File: src/rtl/set_scan_ctrl_pkg.sv
// Shared PE field macros plus set-operation and FSM encodings for set_scan_ctrl.
// Optional build macro SET_SCAN_CTRL_PIPE_EN (used by set_scan_ctrl.sv) adds the DRAIN stage.
`ifndef SET_SCAN_CTRL_DEFS
`define SET_SCAN_CTRL_DEFS
`define AXIS_SZ    4
`define COORD_SZ   8
`define CENTRAL_SZ 24
`define RADIUS_SZ  12
`define COVERED_SZ 3
`define COORD_X    7:4
`define COORD_Y    3:0
`define CENT_A_X   23:20
`define CENT_A_Y   19:16
`define CENT_B_X   15:12
`define CENT_B_Y   11:8
`define CENT_C_X   7:4
`define CENT_C_Y   3:0
`define RAD_A      11:8
`define RAD_B      7:4
`define RAD_C      3:0
`endif

package set_scan_ctrl_pkg;

  typedef enum logic [1:0] {
    MODE_A   = 2'd0,
    MODE_AND = 2'd1,
    MODE_XOR = 2'd2,
    MODE_TWO = 2'd3
  } mode_e;

  typedef enum logic [1:0] {
    IDLE  = 2'd0,
    SCAN  = 2'd1,
    DRAIN = 2'd2,
    DONE  = 2'd3
  } state_e;

  // Point is covered when its squared Euclidean distance to the centre is within r^2.
  function automatic logic in_circle(input logic [`AXIS_SZ-1:0] px,
                                     input logic [`AXIS_SZ-1:0] py,
                                     input logic [`AXIS_SZ-1:0] cx,
                                     input logic [`AXIS_SZ-1:0] cy,
                                     input logic [`AXIS_SZ-1:0] r);
    logic [`AXIS_SZ-1:0] dx;
    logic [`AXIS_SZ-1:0] dy;
    logic [9:0]          dxw;
    logic [9:0]          dyw;
    logic [9:0]          rw;
    logic [9:0]          d2;
    logic [9:0]          r2;
    dx  = (px >= cx) ? (px - cx) : (cx - px);
    dy  = (py >= cy) ? (py - cy) : (cy - py);
    dxw = {6'd0, dx};
    dyw = {6'd0, dy};
    rw  = {6'd0, r};
    d2  = dxw * dxw + dyw * dyw;
    r2  = rw * rw;
    return (d2 <= r2);
  endfunction

endpackage

File: src/rtl/set_cover_pe.sv
// Three-circle coverage PE: reports which of circles A/B/C contain the presented point.
// covered_o = {a, b, c}; purely combinational.
module set_cover_pe
  import set_scan_ctrl_pkg::*;
(
  input  logic [`COORD_SZ-1:0]   coord_i,
  input  logic [`CENTRAL_SZ-1:0] cent_buf_i,
  input  logic [`RADIUS_SZ-1:0]  r_buf_i,
  output logic [`COVERED_SZ-1:0] covered_o
);

  always_comb begin
    covered_o    = '0;
    covered_o[2] = in_circle(coord_i[`COORD_X], coord_i[`COORD_Y],
                             cent_buf_i[`CENT_A_X], cent_buf_i[`CENT_A_Y], r_buf_i[`RAD_A]);
    covered_o[1] = in_circle(coord_i[`COORD_X], coord_i[`COORD_Y],
                             cent_buf_i[`CENT_B_X], cent_buf_i[`CENT_B_Y], r_buf_i[`RAD_B]);
    covered_o[0] = in_circle(coord_i[`COORD_X], coord_i[`COORD_Y],
                             cent_buf_i[`CENT_C_X], cent_buf_i[`CENT_C_Y], r_buf_i[`RAD_C]);
  end

endmodule

File: src/rtl/set_scan_ctrl_classify.sv
// set_classify: maps the PE coverage vector {a,b,c} to a hit bit for the selected set operation.
module set_classify
  import set_scan_ctrl_pkg::*;
(
  input  mode_e                  mode,
  input  logic [`COVERED_SZ-1:0] covered,
  output logic                   hit
);

  logic a;
  logic b;
  logic c;

  assign a = covered[2];
  assign b = covered[1];
  assign c = covered[0];

  always_comb begin
    hit = 1'b0;
    case (mode)
      MODE_A:   hit = a;
      MODE_AND: hit = a & b;
      MODE_XOR: hit = a ^ b;
      MODE_TWO: hit = (a & b & ~c) | (a & ~b & c) | (~a & b & c);
      default:  hit = 1'b0;
    endcase
  end

endmodule

File: src/rtl/set_scan_ctrl.sv
// set_scan_ctrl: sweeps the grid through one coverage PE and counts points hit by the set operation.
// SET_SCAN_CTRL_PIPE_EN adds a register after the PE and a one-cycle DRAIN state.
//
// state | meaning
// IDLE  | waiting for en_i; busy_o low
// SCAN  | one grid point per cycle, x inner loop
// DRAIN | last registered PE result accumulated (pipelined build only)
// DONE  | valid_o pulse, candidate_o holds the count
module set_scan_ctrl
  import set_scan_ctrl_pkg::*;
#(
  parameter int GRID_MIN = 1,
  parameter int GRID_MAX = 8,
  parameter int CNT_W    = 8
) (
  input  logic                   clk,
  input  logic                   rst,
  input  logic                   en_i,
  input  logic [`CENTRAL_SZ-1:0] central_i,
  input  logic [`RADIUS_SZ-1:0]  radius_i,
  input  logic [1:0]             mode_i,
  output logic                   busy_o,
  output logic                   valid_o,
  output logic [CNT_W-1:0]       candidate_o
);

  localparam logic [`AXIS_SZ-1:0] AX_MIN = `AXIS_SZ'(GRID_MIN);
  localparam logic [`AXIS_SZ-1:0] AX_MAX = `AXIS_SZ'(GRID_MAX);

  state_e                  state_q;
  state_e                  state_d;
  logic                    start;
  logic [`AXIS_SZ-1:0]     x_q;
  logic [`AXIS_SZ-1:0]     y_q;
  logic [`CENTRAL_SZ-1:0]  cent_q;
  logic [`RADIUS_SZ-1:0]   rad_q;
  mode_e                   mode_q;
  logic [CNT_W-1:0]        acc_q;
  logic [CNT_W-1:0]        acc_sum;
  logic [CNT_W-1:0]        cand_q;
  logic [`COVERED_SZ-1:0]  covered;
  logic [`COVERED_SZ-1:0]  cov_cls;
  logic                    acc_en;
  logic                    hit;
  logic                    last_pt;

  set_cover_pe u_pe (
    .coord_i    ({x_q, y_q}),
    .cent_buf_i (cent_q),
    .r_buf_i    (rad_q),
    .covered_o  (covered)
  );

`ifdef SET_SCAN_CTRL_PIPE_EN
  logic [`COVERED_SZ-1:0] cov_q;
  logic                   cov_vld_q;

  always_ff @(posedge clk) begin
    if (rst) begin
      cov_q     <= '0;
      cov_vld_q <= 1'b0;
    end else begin
      cov_q     <= covered;
      cov_vld_q <= (state_q == SCAN);
    end
  end

  assign cov_cls = cov_q;
  assign acc_en  = cov_vld_q;
`else
  assign cov_cls = covered;
  assign acc_en  = (state_q == SCAN);
`endif

  set_classify u_classify (
    .mode    (mode_q),
    .covered (cov_cls),
    .hit     (hit)
  );

  assign acc_sum = acc_q + {{(CNT_W-1){1'b0}}, hit & acc_en};
  assign last_pt = (x_q == AX_MAX) && (y_q == AX_MAX);

  always_comb begin
    state_d = state_q;
    start   = 1'b0;
    case (state_q)
      IDLE: begin
        if (en_i) begin
          start   = 1'b1;
          state_d = SCAN;
        end
      end
      SCAN: begin
        if (last_pt) begin
`ifdef SET_SCAN_CTRL_PIPE_EN
          state_d = DRAIN;
`else
          state_d = DONE;
`endif
        end
      end
      DRAIN:   state_d = DONE;
      DONE:    state_d = IDLE;
      default: state_d = IDLE;
    endcase
  end

  always_ff @(posedge clk) begin
    if (rst) begin
      state_q <= IDLE;
      x_q     <= AX_MIN;
      y_q     <= AX_MIN;
      cent_q  <= '0;
      rad_q   <= '0;
      mode_q  <= MODE_A;
      acc_q   <= '0;
      cand_q  <= '0;
    end else begin
      state_q <= state_d;
      if (start) begin
        cent_q <= central_i;
        rad_q  <= radius_i;
        mode_q <= mode_e'(mode_i);
        acc_q  <= '0;
        x_q    <= AX_MIN;
        y_q    <= AX_MIN;
      end else begin
        acc_q <= acc_sum;
        if (state_q == SCAN) begin
          if (last_pt) begin
            x_q <= AX_MIN;
            y_q <= AX_MIN;
          end else if (x_q == AX_MAX) begin
            x_q <= AX_MIN;
            y_q <= y_q + 1'b1;
          end else begin
            x_q <= x_q + 1'b1;
          end
        end
      end
      // Load the final sum (including the last point) as DONE is entered.
      if (state_d == DONE) begin
        cand_q <= acc_sum;
      end
    end
  end

  assign busy_o      = (state_q != IDLE);
  assign valid_o     = (state_q == DONE);
  assign candidate_o = cand_q;

endmodule

File: config.mk
export PLATFORM = sky130hd
export DESIGN_NAME = set_scan_ctrl
export DESIGN_NICKNAME = d
export VERILOG_FILES = /design/src/rtl/set_scan_ctrl_pkg.sv /design/src/rtl/set_cover_pe.sv /design/src/rtl/set_scan_ctrl_classify.sv /design/src/rtl/set_scan_ctrl.sv
export SDC_FILE = /design/constraint.sdc
export NUM_CORES = 1
export LEC_CHECK = 0
export ABC_AREA = 1
export BUFFER_PORTS_ARGS = -buffer_cell sky130_fd_sc_hd__buf_2
export CAP_MARGIN = 10
export CORE_ASPECT_RATIO = 0.75
export CORE_UTILIZATION = 30
export CTS_CLUSTER_SIZE = 8
export DETAILED_ROUTE_END_ITERATION = 8
export SKIP_LAST_GASP = 1
export SLEW_MARGIN = 15
export SYNTH_ARGS = -nofsm -noshare
export SYNTH_HDL_FRONTEND = slang
export SYNTH_SLANG_ARGS = --single-unit
File: constraint.sdc
create_clock -name clk -period 7.8 [get_ports clk]
set_clock_uncertainty 0.2 [all_clocks]
set_input_delay 1.56 -clock clk [delete_from_list [all_inputs] [get_ports clk]]
set_output_delay 1.56 -clock clk [all_outputs]
set_load 0.02 [all_outputs]
==> implementation parameters <==
Parameter                              Value

Drt
  Overall via count from detail_route    6,225
  Number of DRC violations after detailed routing    0
  DR pass1 iterations    5
  Antenna-violating nets left    0
  WL final    17.6 mm
  Initial DRC Count    239
  Via density per instance    4.44
  Routed length per placed instance    12.6 um

Global routing
  Vias in the first global route    5,997
  Global-route wire length before repair    28.7 mm
  Layer carrying the most global-route usage    met2
  GRT Overall Usage    0.141
  Met3 track utilization from global routing    0.0295
  Antenna violations before repair    0
  Global-route met2 utilization    0.213
  Pin count of the biggest net entering global routing    71
  Met1 demand-to-capacity share in global routing    0.206
  Global route total overflow    0

Final layout
  Count of placed standard cells in the final layout, fillers left out    1,401
  Filler cell count in the final layout    2,520
  Area grow syn2layout    20.4%
  Antenna Diode Count    0
  Number of nets in the finished design    1,293
  Share of final-layout standard cells stronger than drive strength 1    0.192

Floorplanning
  Die Area    25,400 um2
  Die X-Extent    184 um
  Count of standard-cell rows    49
  Core region area    24,200 um2
  Count of pins on the block boundary    51
  Die boundary height    138 um
  Initial cell density of the core    0.308

Synthesis
  Leading area contributor after synthesis    sky130_fd_sc_hd__ha_1
  Total nets after synthesis    1,203
  Cell types occupying the most area after synthesis    sky130_fd_sc_hd__ha_1, sky130_fd_sc_hd__dfxtp_1, sky130_fd_sc_hd__fa_1
  Fraction of registers with async set or reset after synthesis    0
  Average size of a mapped cell    7.63 um2
  Post-synthesis cell type count    41
  Top-area cell type share of the netlist area    0.235
  Most used DFF post-synth    sky130_fd_sc_hd__dfxtp_1
  Sequential cell area fraction in the yosys report    0.172
  Number of synthesized register bits    64
  Number of flops mapped to enable cells by yosys    0
  Post-Syn Instances    975
  Post-synthesis cell area    7440 um2
  YS warnings    0

Setup path
  Endpoint of the worst register-to-register path    candidate_o[7]
  Logic depth of the worst setup path including buffers    39
  Launching instance or port of the critical path    cent_q[12]
  Launch point of the worst reg-to-reg path    cent_q[12]
  Worst R2R Path Depth    39
  Largest stage delay on the critical path    0.53 ns
  Worst setup slack for register-to-register paths    0.24 ns
  Top cell family by delay on the critical path    adder cells
  Crit path required time    7.88 ns
  Cell with the largest stage delay on the worst path    sky130_fd_sc_hd__fa_1
  Arrival time reported for the critical path endpoint    7.64 ns
  Worst Path Max Fanout    5
  Worst Setup End Kind    flip-flop
  Nature of the critical path startpoint    flip-flop
  Capturing instance or port of the critical path    candidate_o[7]
  Number of buffer and inverter instances along the worst setup path    6
  Crit Path Category    reg2reg

Hold path
  Startpoint of the worst hold path    candidate_o[4]
  Worst min-delay path category    reg2reg

Timing
  Final Hold Violating Endpoints    0
  Slew at the pin closest to its max-slew limit    0.709 ns
  Number of pins exceeding their max-slew limit in the final report    0
  Maximum operating frequency    132 MHz
  Relative slew slack    0.528
  Setup Viol. Count Final    0
  Min Tclk post-route    7.56 ns
  Unrepaired setup endpoints after global routing    true
  Period utilisation layout    0.969

Clock network
  Largest buffer count on any clock path    2
  H-Tree Level Count    3
  Reg clk slew, reported paths    0.06 ns
  Clock Root Buffer    sky130_fd_sc_hd__clkbuf_16
  Latest clock arrival within the worst-skew pair    0.35 ns
  Num CTS Buffers    9
  Post-CTS Hold Fix Bufs    0
  CTS tree    done
  Num Clock Sinks    64

Status
  Run status    complete, no violations

Placement
  Placed Cells    1,371
  Final estimated routing congestion in global placement    0.865
  Half-perimeter wire length of the detailed placement result    13.9 mm
  Count of buffers from port buffering    50

Run
  Number of max-cap violations    0
[state kept, by name (all words and copies together) (netlist names)]
name	flops
y_q	4
acc_q	8
rad_q	12
mode_q	2
state_q	2
x_q	4
cent_q	24
candidate_o	8
[area by class of cell]
| type | count | area, um2 | area share |
|---|---|---|---|
| clock buffer | 9 | 225 | 0.0251 |
| clock inverter | 7 | 80.1 | 0.00893 |
| inverter | 219 | 830 | 0.0925 |
| multi-input combinational | 676 | 5540 | 0.619 |
| sequential | 64 | 1280 | 0.143 |
| tap | 331 | 414 | 0.0462 |
| timing repair buffer | 95 | 588 | 0.0656 |
[placed cells by master (no fill, tap or decap), types with 40 or more instances in the layout]
cell and n:
sky130_fd_sc_hd__nor2_1 70, sky130_fd_sc_hd__dfxtp_1 63, sky130_fd_sc_hd__ha_1 130, sky130_fd_sc_hd__nand2_1 132, sky130_fd_sc_hd__inv_1 203, sky130_fd_sc_hd__buf_2 50
sky130_fd_sc_hd__fa_1 40, sky130_fd_sc_hd__o21ai_0 53, sky130_fd_sc_hd__buf_4 45, sky130_fd_sc_hd__a21oi_1 69
[per-layer routing]
layer / up-vias / share of wire
li1: 3265 / -
met1: 2880 / 0.53
met2: 69 / 0.44
met3: 11 / 0.027
met4: 0 / 0.0064
met5: - / 0
[Yosys cell counts, types with 4 or more instances]
library cell	number
sky130_fd_sc_hd__a221oi_1	7
sky130_fd_sc_hd__fa_1	47
sky130_fd_sc_hd__o21ai_2	6
sky130_fd_sc_hd__o211ai_1	4
sky130_fd_sc_hd__o21bai_1	5
sky130_fd_sc_hd__a21oi_1	71
sky130_fd_sc_hd__nand4_1	8
sky130_fd_sc_hd__nand2_1	138
sky130_fd_sc_hd__a31oi_1	4
sky130_fd_sc_hd__clkbuf_1	11
sky130_fd_sc_hd__nand3_1	22
sky130_fd_sc_hd__nor2_1	80
sky130_fd_sc_hd__inv_1	212
sky130_fd_sc_hd__xnor2_1	15
sky130_fd_sc_hd__xor2_1	35
sky130_fd_sc_hd__inv_2	7
sky130_fd_sc_hd__ha_1	140
sky130_fd_sc_hd__o21ai_0	56
sky130_fd_sc_hd__dfxtp_1	64
sky130_fd_sc_hd__o21ai_1	8
[how the worst min path moves through the flow]
| stage | cells after the start | to |
|---|---|---|
| 2_1_floorplan | 2 | cent_q[3] |
| 3_3_place_gp | 2 | candidate_o[7] |
| 3_5_place_dp | 2 | candidate_o[7] |
| 4_1_cts | 2 | candidate_o[7] |
| 5_1_grt | 2 | candidate_o[3] |
| 6_report | 2 | candidate_o[4] |
[cells by family after synthesis]
logic type | share of synthesized area
buffers and inverters | 0.121
adders and majority gates | 0.362
DFF | 0.172
AOI/OAI and AO/OA | 0.135
and+or+nand+nor | 0.152
xor gates and xnor gates | 0.0588
[tightest hold or removal path: stages, from the launching register on]
cell,delay [ns]
sky130_fd_sc_hd__dfxtp_1,0.31
sky130_fd_sc_hd__nand2_1,0.06
sky130_fd_sc_hd__a21oi_1,0.06
[metrics by stage]
| step | util | setup slack (ns) | hold slack (ns) | TNS, ns | area [um2] |
|---|---|---|---|---|---|
| final | 0.371 | 0.243 | 0.270 | 0 | 8960 |
| after global routing | 0.371 | -0.137 | 0.292 | -0.696 | 8960 |
| after CTS | 0.356 | 0.0329 | 0.264 | 0 | 8600 |
| after detailed placement | 0.342 | -0.174 | 0.251 | -0.585 | 8260 |
| after global placement | 0.342 | 0.0884 | 0.253 | 0 | 8260 |
| after floorplan | - | 0.368 | 0.235 | 0 | 7440 |
[timing repair]
| action | CTS | global route |
|---|---|---|
| resized for setup | 6 | 74 |
| buffers inserted | 1 | 13 |
| pin swaps | 2 | 45 |
| gates cloned | 0 | 0 |
| endpoints found under the setup margin | 8 | 16 |
Power is not shown: default switching activity piles up to over one toggle a cycle in this logic, so the estimate is an artifact.
